$ cat src/rtl/traffic_phase_ctrl.sv
// Two-way intersection phase controller with a pedestrian walk served during all-red
// clearance and a fault-driven red blink mode. All outputs come straight from flops.
module traffic_phase_ctrl #(
    parameter int GREEN_S     = 10,
    parameter int YELLOW_S    = 3,
    parameter int ALLRED_S    = 1,
    parameter int WALK_S      = 5,
    parameter int SHORT_GREEN = 3
) (
    input  logic       clk,
    input  logic       rst_n,
    input  logic       tick_1hz,
    input  logic       tick_2hz,
    input  logic       fault,
    input  logic       ped_req,
    output logic [2:0] ns_light,
    output logic [2:0] ew_light,
    output logic       ped_walk,
    output logic [7:0] countdown,
    output logic [2:0] dbg_state
);

    typedef enum logic [2:0] {
        NS_GREEN  = 3'd0,
        NS_YELLOW = 3'd1,
        ALL_RED_1 = 3'd2,
        EW_GREEN  = 3'd3,
        EW_YELLOW = 3'd4,
        ALL_RED_2 = 3'd5,
        ERROR     = 3'd6
    } state_t;

    localparam logic [7:0] GREEN_CD  = 8'(GREEN_S);
    localparam logic [7:0] YELLOW_CD = 8'(YELLOW_S);
    localparam logic [7:0] ALLRED_CD = 8'(ALLRED_S);
    localparam logic [7:0] WALK_CD   = 8'(WALK_S);
    localparam logic [7:0] SHORT_CD  = 8'(SHORT_GREEN);

    localparam logic [2:0] LAMP_R = 3'b100;
    localparam logic [2:0] LAMP_Y = 3'b010;
    localparam logic [2:0] LAMP_G = 3'b001;

    state_t     state, state_nxt;
    logic [7:0] cd_nxt;
    logic       ped_pending, pend_nxt;
    logic       blink, blink_nxt;
    logic       walk_nxt;
    logic [2:0] ns_nxt, ew_nxt;
    logic       in_green;

    assign dbg_state = state;
    assign in_green  = (state == NS_GREEN) || (state == EW_GREEN);

    always_ff @(posedge clk) begin
        if (!rst_n) begin
            state       <= ALL_RED_2;
            countdown   <= ALLRED_CD;
            ped_pending <= 1'b0;
            blink       <= 1'b0;
            ped_walk    <= 1'b0;
            ns_light    <= LAMP_R;
            ew_light    <= LAMP_R;
        end else begin
            state       <= state_nxt;
            countdown   <= cd_nxt;
            ped_pending <= pend_nxt;
            blink       <= blink_nxt;
            ped_walk    <= walk_nxt;
            ns_light    <= ns_nxt;
            ew_light    <= ew_nxt;
        end
    end

    always_comb begin
        state_nxt = state;
        cd_nxt    = countdown;
        pend_nxt  = ped_pending;
        blink_nxt = blink;
        walk_nxt  = ped_walk;

        if (fault) begin
            state_nxt = ERROR;
            cd_nxt    = 8'd0;
            pend_nxt  = 1'b0;
            walk_nxt  = 1'b0;
            blink_nxt = (state == ERROR) ? (blink ^ tick_2hz) : 1'b1;
        end else if (state == ERROR) begin
            cd_nxt   = 8'd0;
            pend_nxt = 1'b0;
            walk_nxt = 1'b0;
            if (tick_1hz) begin
                state_nxt = ALL_RED_2;
                cd_nxt    = ALLRED_CD;
                blink_nxt = 1'b0;
            end else begin
                blink_nxt = blink ^ tick_2hz;
            end
        end else begin
            pend_nxt = ped_pending | ped_req;
            if (tick_1hz && countdown == 8'd1) begin
                walk_nxt = 1'b0;
                case (state)
                    NS_GREEN:  begin state_nxt = NS_YELLOW; cd_nxt = YELLOW_CD; end
                    NS_YELLOW: state_nxt = ALL_RED_1;
                    ALL_RED_1: begin state_nxt = EW_GREEN;  cd_nxt = GREEN_CD;  end
                    EW_GREEN:  begin state_nxt = EW_YELLOW; cd_nxt = YELLOW_CD; end
                    EW_YELLOW: state_nxt = ALL_RED_2;
                    default:   begin state_nxt = NS_GREEN;  cd_nxt = GREEN_CD;  end
                endcase
                // Only an already-latched request is served; a same-cycle request waits.
                if (state_nxt == ALL_RED_1 || state_nxt == ALL_RED_2) begin
                    if (ped_pending) begin
                        cd_nxt   = WALK_CD;
                        walk_nxt = 1'b1;
                        pend_nxt = ped_req;
                    end else begin
                        cd_nxt = ALLRED_CD;
                    end
                end
            end else if (in_green && (ped_pending || ped_req) && countdown > SHORT_CD) begin
                cd_nxt = SHORT_CD;
            end else if (tick_1hz) begin
                cd_nxt = countdown - 8'd1;
            end
        end
    end

    always_comb begin
        ns_nxt = LAMP_R;
        ew_nxt = LAMP_R;
        case (state_nxt)
            NS_GREEN:  ns_nxt = LAMP_G;
            NS_YELLOW: ns_nxt = LAMP_Y;
            EW_GREEN:  ew_nxt = LAMP_G;
            EW_YELLOW: ew_nxt = LAMP_Y;
            ERROR: begin
                ns_nxt = {blink_nxt, 2'b00};
                ew_nxt = {blink_nxt, 2'b00};
            end
            default: ;
        endcase
    end

endmodule

$ cat config.mk
export PLATFORM = sky130hd
export DESIGN_NAME = traffic_phase_ctrl
export DESIGN_NICKNAME = d
export VERILOG_FILES = /design/src/rtl/traffic_phase_ctrl.sv
export SDC_FILE = /design/constraint.sdc
export NUM_CORES = 1
export LEC_CHECK = 0
export ABC_CLOCK_PERIOD_IN_PS = 2400
export CAP_MARGIN = 20
export CORE_MARGIN = 4
export CORE_UTILIZATION = 45
export CTS_BUF_LIST = sky130_fd_sc_hd__clkbuf_16
export CTS_CLUSTER_SIZE = 25
export DETAILED_ROUTE_END_ITERATION = 10
export PLACE_DENSITY = 0.71
export SKIP_LAST_GASP = 1
export SLEW_MARGIN = 20
export SYNTH_ARGS = -nofsm -noshare
export SYNTH_HDL_FRONTEND = slang
export SYNTH_SLANG_ARGS = --single-unit
$ cat constraint.sdc
create_clock -name clk -period 2.4 [get_ports clk]
set_clock_uncertainty 0.15 [all_clocks]
set_input_delay 0.72 -clock clk [delete_from_list [all_inputs] [get_ports clk]]
set_output_delay 0.72 -clock clk [all_outputs]
set_load 0.01 [all_outputs]
# Word-level counts from Yosys, hierarchy flattened

Cells that the tools add are included.

Register bits after elaboration: 20
Input port bits: 6
Output and inout bits: 18
Logic and storage cells: 71
ROM bits: 0
Memories kept: 0
Latch bits: 0
Bits in writable memories: 0

Add/sub/neg operators: 1
Shift-type cells: 0
Reduce and logical (&&, ||, !) cells: 16
Bitwise operators: 3
Div/mod/pow operators: 0
Equality and inequality tests: 14
Magnitude comparators: 1
Multipliers: 0
Mux-type cells: 28

Operators with widths:

| kind                                                                  | count |
|---|---|
| 8-bit two-way mux                                                     | 5 |
| 3-bit two-way mux                                                     | 8 |
| 3-bit case mux with 3 select lines                                    | 2 |
| 8-bit case mux with 2 select lines                                    | 1 |
| 3-bit equality test, second input constant                            | 5 |
| 3-bit case mux with 5 select lines                                    | 1 |
| 3-bit by 2-bit equality test with 1-bit output, second input constant | 4 |
| 1-bit two-way mux                                                     | 11 |
| 8-bit by 1-bit equality test with 1-bit output, second input constant | 1 |
| 8-bit by 2-bit > comparator with 1-bit output, second input constant  | 1 |
| 8-bit by 1-bit subtractor with 8-bit output, second input constant    | 1 |
| 3-bit by 1-bit equality test with 1-bit output, second input constant | 2 |
| 3-bit zero test                                                       | 2 |
| 2-bit OR reduction                                                    | 3 |
| 5-bit by 4-bit != test with 1-bit output, second input constant       | 1 |
| 5-bit nonzero test                                                    | 1 |
| 4-bit by 3-bit != test with 1-bit output, second input constant       | 1 |
| 2-bit AND reduction                                                   | 2 |
| 4-bit nonzero test                                                    | 1 |
| 1-bit logical AND                                                     | 3 |
| 1-bit logical OR                                                      | 3 |
| 3-bit OR reduction                                                    | 1 |
| 1-bit inverter                                                        | 1 |
| 1-bit bitwise OR                                                      | 1 |
| 1-bit XOR                                                             | 1 |

# Depth between registers and ports, before layout

Gate-level depths: netlist of the first run.

Word-level depth: 11
Depth in mapped cells: 8
Mapped depth without buffers: 8

# Worst setup path after synthesis of the first run

No wires, ideal clock.

Path kind: input to register
Start point: in fault
End point: reg ew_light[1]
Path buffers: 1
Stages: 4
Path slack: 0.201 ns
Arrival time: 1.987 ns
Setup time: 0.061 ns
Required time: 2.189 ns
Cells stage by stage: clkdlybuf4s50_2 or2_2 a211oi_2 and4_1

Word-level cells in the longest chain between the ends: 3
Elaborated cells between the ends (all ways): 5
Classes of those cells: 3 x eq/ne; 2 x mux

RTL lines:

| what                                                                                  | RTL line | RTL |
|---|---|---|
| start, declared                                                                       | 14       | `input logic fault,` |
| 3-bit two-way mux *                                                                   | 81       | `if (fault) begin` |
| 3-bit equality test or 3-bit by 2-bit equality test with 1-bit output (tied branches) | 131      | `case (state_nxt)` |
| 3-bit case mux with 3 select lines *                                                  | 131      |  |
| end signal, assigned                                                                  | 70       | `ew_light <= ew_nxt;` |
| end, declared                                                                         | 17       | `output logic [2:0] ew_light,` |

Mark *: on every way between the ends. The rest lies on a longest branch, timed or not.
A chain may end at the register's enable or synchronous reset.

# Worst setup path after layout of the first run

Start point: reg state[1] (netlist: dbg_state[1])
End point: out dbg_state[1]

RTL lines:

| what                   | RTL line | RTL |
|---|---|---|
| start, declared        | 43       | `state_t state, state_nxt;` |
| start signal, assigned | 64       | `state <= state_nxt;` |
| end, declared          | 20       | `output logic [2:0] dbg_state` |

No word-level cell between the ends.

==> results.sh, run 1 <==
export IMPL_place_hpwl_mm=2.38
export IMPL_overflow=0
export IMPL_maxCapViolCount=0
export IMPL_drv_slew=0
export IMPL_fmax_mhz=438
export IMPL_coreArea_um2=2540
export IMPL_status="finished, final reports clean"
export IMPL_end_kind="output pin"
export IMPL_intPower_mw=0.715
export IMPL_path_cells="clkdlybuf4s50_1"
export IMPL_critPathTopFamily="buffers and inverters"
export IMPL_setup_viol=0
export IMPL_cp_start_kind="flip-flop"
export IMPL_viasPerCell=5.95
export IMPL_critPathBufInv=1
export IMPL_synth_area_leaders="dfxtp_1, a21oi_1, nor2_1"
export IMPL_track_usage_pct=18.8
export IMPL_finish_utilization_pct=66.8
export IMPL_ff_latch_area_um2=400
export IMPL_critPathRequiredTime_ns=1.53
export IMPL_antenna_cells=0
export IMPL_cp_max_fo=11
export IMPL_layout_setup_ws_ns=0.116
export IMPL_p_sw_mw=0.287
export IMPL_async_flop_share_pct=0
export IMPL_totalWireLength_mm=3.14
export IMPL_n_fill_cell=220
export IMPL_power_density_nw_per_um2=589
export IMPL_synth_area_um2=1220
export IMPL_max_vdd_ir_drop_uv=424
export IMPL_synth_cells=140
export IMPL_numClockSinks=20
export IMPL_worstSetupPathType="reg2out"
export IMPL_hold_buffers=0
export IMPL_vias=1249
export IMPL_hold_start="countdown[1]$_SDFFE_PP0P_"
export IMPL_post_route_min_period_ns=2.28
export IMPL_yosysWarnings=0
export IMPL_synth_largest_area_cell="dfxtp_1"
export IMPL_p_leak_nw=0.660
export IMPL_syn2layout_area_growth_pct=38.7
export IMPL_r2r_start="countdown[6]$_SDFFE_PP0P_"
export IMPL_dpl_worst_slack_ns=-0.234
export IMPL_grt_max_degree=12
export IMPL_ys_ff_latch=20
export IMPL_synth_top_cell_area_share_pct=32.7
export IMPL_antenna_found_initial=0
export IMPL_p_comb_share_pct=28.2
export IMPL_cts_tree="built"
export IMPL_io_pins=24
export IMPL_yosysSeqAreaShare_pct=32.7
export IMPL_start_util_pct=48.1
export IMPL_nets=189
export IMPL_yosysMostFrequentCell="dfxtp_1"
export IMPL_avgSynthCellArea_um2=8.75
export IMPL_multiInputGateArea_um2=773
export IMPL_relSlewSlack_pct=62.2
export IMPL_ant_nets=0
export IMPL_swShare_pct=28.6
export IMPL_cts_root_buf="clkbuf_16"
export IMPL_die_height_um=60.2
export IMPL_cp_slowest_cell="clkdlybuf4s50_1"
export IMPL_tightest_slew_ns=0.562
export IMPL_crit_path_max_incr_delay_ns=0.61
export IMPL_clock_latency_ns=0.25
export IMPL_hold_path_class="reg2reg"
export IMPL_drive_above_1_share_pct=22.8
export IMPL_std_cell_rows=18
export IMPL_cts_buffers=3
export IMPL_routedWlPerCell_um=14.9
export IMPL_hold_viol=0
export IMPL_gp_congestion=0.858
export IMPL_path_clk_slew_ns=0.06
export IMPL_grt_first_pass_wirelength_mm=5.14
export IMPL_post_cts_buffers=0
export IMPL_crit_path_start="dbg_state[1]$_SDFF_PN0_"
export IMPL_cts_htree_levels=1
export IMPL_critPathArrivalTime_ns=1.41
export IMPL_port_buffers=23
export IMPL_clockPowerShare_pct=35.0
export IMPL_synth_edf_count=0
export IMPL_first_global_vias=1156
export IMPL_synthTopCellsByCount="dfxtp_1, nor2_1, a21oi_1"
export IMPL_dr_pass1_iters=4
export IMPL_period_share_pct=95.2
export IMPL_synth_distinct_cells=53
export IMPL_dieArea_um2=3620
export IMPL_mappedNetlistNets=148
export IMPL_drtIter0Drc=56
export IMPL_die_w_um=60.2
export IMPL_power_share_sequential_pct=36.8
export IMPL_clockBufferDepth=2
export IMPL_drc=0
export IMPL_rsz0062_at_grt="false"
export IMPL_synthFlopType="dfxtp_1"
[cells by family after synthesis]
kind of cell,Yosys count,share of synthesized area (%)
XOR/XNOR,4,2.86
flip-flops,20,32.7
buffers and inverters,13,5.82
multiplexers,3,2.66
adder cells (fa/ha/maj),2,2.04
AND/OR/NAND/NOR,62,31.7
AO/OA/AOI/OAI,36,22.3
[layout by cell type, fill, tap and decap left out, drive strengths merged, types with 3 or more instances in the layout]
master / instances
nand2: 4
nor4: 3
dfxtp: 20
nor2: 11
or4: 5
o31ai: 3
buf: 20
nand2b: 4
inv: 6
o21ai: 6
clkbuf: 3
a21boi: 4
or3: 5
a21oi: 8
nor3: 7
a211o: 3
nor2b: 3
clkdlybuf4s50: 22
nand3: 6
[power by group through the flow]
stage                     Clock, mW  Combinational, mW  Sequential [mW]
after floorplan                   0              0.164            0.377
after global placement            0              0.265            0.374
after detailed placement          0              0.271            0.376
after CTS                     0.356              0.273            0.368
after global routing          0.370              0.304            0.372
final                         0.350              0.282            0.369
[worst paths after layout]
path | end | slack, ns | depth (start not counted)
setup reg to reg | ew_light[1]$_SDFF_PN0_ | 0.20 | 5
hold reg to reg | countdown[1]$_SDFFE_PP0P_ | 0.34 | 2
hold / removal | countdown[1]$_SDFFE_PP0P_ | 0.34 | 2
setup / recovery | dbg_state[1] | 0.12 | 1
[per-stage QoR]
stage                     cell area [um^2]  setup TNS (ns)  hold WS [ns]  total power, mW  std cells
after CTS                             1670               0         0.348            0.998        210
after floorplan                       1220               0         0.326            0.542        140
final                                 1700               0         0.343             1.00        210
after global placement                1590           -1.63         0.326            0.640        206
after detailed placement              1590           -1.92         0.332            0.647        206
after global routing                  1700               0         0.395             1.05        210
[worst register-to-register path, stage by stage (launching register included)]
cell,delay [ns]
dfxtp_1,0.37
or4_1,0.61
nor2_2,0.15
mux2_1,0.37
a211oi_4,0.28
and4_1,0.21
[cell type report]
class / count / area share (%)
multi-input combinational: 107 / 45.5
clock inverter: 1 / 0.221
inverter: 6 / 1.33
sequential: 20 / 23.6
clock buffer: 3 / 4.42
tap: 30 / 2.21
timing repair buffer: 43 / 22.8
[layer usage]
| layer | track usage, % | share of wire, % | up-vias |
|---|---|---|---|
| met4 | 11.4 | 2.4 | 0 |
| met5 | 0 | 0 | - |
| met1 | 25.6 | 45 | 572 |
| met2 | 27.9 | 46 | 62 |
| met3 | 2.59 | 6.7 | 13 |
| li1 | - | - | 602 |
[registers in the layout, indices dropped and copies added, names as in the netlist]
| register | flops |
|---|---|
| ped_walk | 1 |
| ns_light | 3 |
| ew_light | 3 |
| dbg_state | 3 |
| countdown | 8 |
| ped_pending | 1 |
| blink | 1 |
[what timing repair did]
action,CTS,global route
gates resized for setup,0,6
endpoints found under the setup margin,0,10
endpoints found under the hold margin,0,0
No activity file was read; power rests on OpenSTA's default activity.
==> run 2, diff against run 1 <==
--- a/config.mk
+++ b/config.mk
@@ -8,11 +8,10 @@
 export ABC_CLOCK_PERIOD_IN_PS = 2400
 export CAP_MARGIN = 20
 export CORE_MARGIN = 4
-export CORE_UTILIZATION = 45
+export CORE_UTILIZATION = 25
 export CTS_BUF_LIST = sky130_fd_sc_hd__clkbuf_16
 export CTS_CLUSTER_SIZE = 25
 export DETAILED_ROUTE_END_ITERATION = 10
-export PLACE_DENSITY = 0.71
 export SKIP_LAST_GASP = 1
 export SLEW_MARGIN = 20
 export SYNTH_ARGS = -nofsm -noshare
==> results.sh, run 2 (synthesis gave the netlist of run 1 again) <==
export IMPL_io_pins=24
export IMPL_dr_pass1_iters=4
export IMPL_max_vdd_ir_drop_uv=325
export IMPL_clock_latency_ns=0.25
export IMPL_ant_nets=0
export IMPL_critPathTopFamily="buffers and inverters"
export IMPL_top_register="countdown"
export IMPL_hold_buffers=0
export IMPL_clockBufferDepth=2
export IMPL_dpl_worst_slack_ns=-0.299
export IMPL_drv_slew=0
export IMPL_start_util_pct=25.9
export IMPL_cts_buffers=3
export IMPL_layout_setup_ws_ns=0.0897
export IMPL_post_route_min_period_ns=2.31
export IMPL_cts_root_buf="clkbuf_16"
export IMPL_period_share_pct=96.3
export IMPL_place_hpwl_mm=2.44
export IMPL_cp_slowest_cell="clkdlybuf4s50_1"
export IMPL_dieArea_um2=6080
export IMPL_finalSetupTns_ns=0
export IMPL_fmax_mhz=433
export IMPL_coreArea_um2=4720
export IMPL_grt_first_pass_wirelength_mm=5.46
export IMPL_cp_max_fo=11
export IMPL_overflow=0
export IMPL_end_kind="output pin"
export IMPL_largest_reg_flops=8
export IMPL_finish_utilization_pct=37.6
export IMPL_antenna_found_initial=0
export IMPL_drc=0
export IMPL_path_cells="clkdlybuf4s50_1"
export IMPL_grt_max_degree=13
export IMPL_maxCapViolCount=0
export IMPL_tightest_slew_ns=0.484
export IMPL_rsz0062_at_grt="false"
export IMPL_hold_path_class="reg2reg"
export IMPL_vias=1225
export IMPL_drtIter0Drc=93
export IMPL_layout_commonest_cell="buf_4"
export IMPL_die_w_um=78.0
export IMPL_totalWireLength_mm=3.32
export IMPL_port_buffers=23
export IMPL_p_leak_nw=0.685
export IMPL_viasPerCell=4.90
export IMPL_first_global_vias=1130
export IMPL_cts_htree_levels=1
export IMPL_path_clk_slew_ns=0.06
export IMPL_std_cell_rows=25
export IMPL_setup_viol=0
export IMPL_track_usage_pct=11.2
export IMPL_crit_path_max_incr_delay_ns=0.62
export IMPL_routedWlPerCell_um=13.3
export IMPL_relSlewSlack_pct=67.4
export IMPL_status="finished, final reports clean"
export IMPL_most_common_layout_cells="buf_4, clkdlybuf4s50_1, dfxtp_1"
export IMPL_gp_congestion=0.853
export IMPL_die_height_um=78.0
export IMPL_cts_tree="built"
export IMPL_post_cts_buffers=0
export IMPL_syn2layout_area_growth_pct=45.1
export IMPL_critPathBufInv=1
export IMPL_critPathRequiredTime_ns=1.53
export IMPL_antenna_cells=0
export IMPL_power_density_nw_per_um2=629
export IMPL_nets=192
export IMPL_critPathArrivalTime_ns=1.44
export IMPL_drive_above_1_share_pct=24.0
export IMPL_numClockSinks=20
export IMPL_worstSetupPathType="reg2out"
export IMPL_hold_viol=0
export IMPL_cp_start_kind="flip-flop"
-- run 2: cell count changes in the layout (fill, tap and decap cells not counted) --
cell / previous run / this run
buf_4: 19 / 23
a2111oi_0: 0 / 1
a2111oi_2: 1 / 0
buf_6: 1 / 0
bufinv_16: 0 / 1
clkinv_1: 1 / 0
mux2_1: 1 / 0
mux2_2: 1 / 2
nor4bb_1: 0 / 1
nor4bb_2: 1 / 0
-- run 2: path summary, 6_finish.rpt --
| check | from | cells past startpoint | slack [ns] | end |
|---|---|---|---|---|
| max | dbg_state[1]$_SDFF_PN0_ | 1 | 0.09 | dbg_state[1] |
| max reg2reg | countdown[6]$_SDFFE_PP0P_ | 5 | 0.19 | ew_light[1]$_SDFF_PN0_ |
| min | countdown[1]$_SDFFE_PP0P_ | 2 | 0.34 | countdown[1]$_SDFFE_PP0P_ |
| min reg2reg | countdown[1]$_SDFFE_PP0P_ | 2 | 0.34 | countdown[1]$_SDFFE_PP0P_ |
-- run 2: cell type report --
cell class | count | area [um^2]
Fill cell | 483 | 2950
Multi-Input combinational cell | 107 | 761
Timing Repair Buffer | 46 | 405
Sequential cell | 20 | 400
Tap cell | 67 | 83.8
Clock buffer | 3 | 75.1
Clock inverter | 1 | 30.0
Inverter | 6 | 22.5
-- run 2: where the power goes --
part,internal (mW),switching (mW),leakage (nW)
sequential,0.350,0.0213,0.164
clock,0.331,0.136,0.0511
combinational,0.145,0.137,0.471
total,0.825,0.294,0.685
-- run 2: what timing repair did --
action,CTS,global route
gates resized for setup,1,2
pin swaps,1,1
endpoints found under the setup margin,2,10
-- run 2: per-layer routing --
| layer | routed length, um | part of all wire (%) | track usage (%) | up-vias |
|---|---|---|---|---|
| met5 | 0 | 0 | 0 | - |
| met4 | 48 | 1.4 | 3.67 | 0 |
| met3 | 169 | 5.1 | 2.32 | 4 |
| met2 | 1510 | 45 | 17.5 | 33 |
| met1 | 1600 | 48 | 15.3 | 580 |
| li1 | - | - | - | 608 |
-- run 2: per-stage QoR --
step / hold slack (ns) / std cells / total power, mW / area, um^2
2_1_floorplan: 0.326 / 140 / 0.542 / 1220
3_5_place_dp: 0.331 / 246 / 0.652 / 1660
6_report: 0.343 / 250 / 1.12 / 1780
4_1_cts: 0.342 / 250 / 1.13 / 1780
5_1_grt: 0.367 / 250 / 1.17 / 1780
3_3_place_gp: 0.342 / 246 / 0.650 / 1660
==> run 3, diff against run 2 <==
--- a/config.mk
+++ b/config.mk
@@ -6,7 +6,6 @@
 export NUM_CORES = 1
 export LEC_CHECK = 0
 export ABC_CLOCK_PERIOD_IN_PS = 2400
-export CAP_MARGIN = 20
 export CORE_MARGIN = 4
 export CORE_UTILIZATION = 25
 export CTS_BUF_LIST = sky130_fd_sc_hd__clkbuf_16
==> results of run 3 <==
No change in the layout: final DEF, timing and power equal those of run 2.
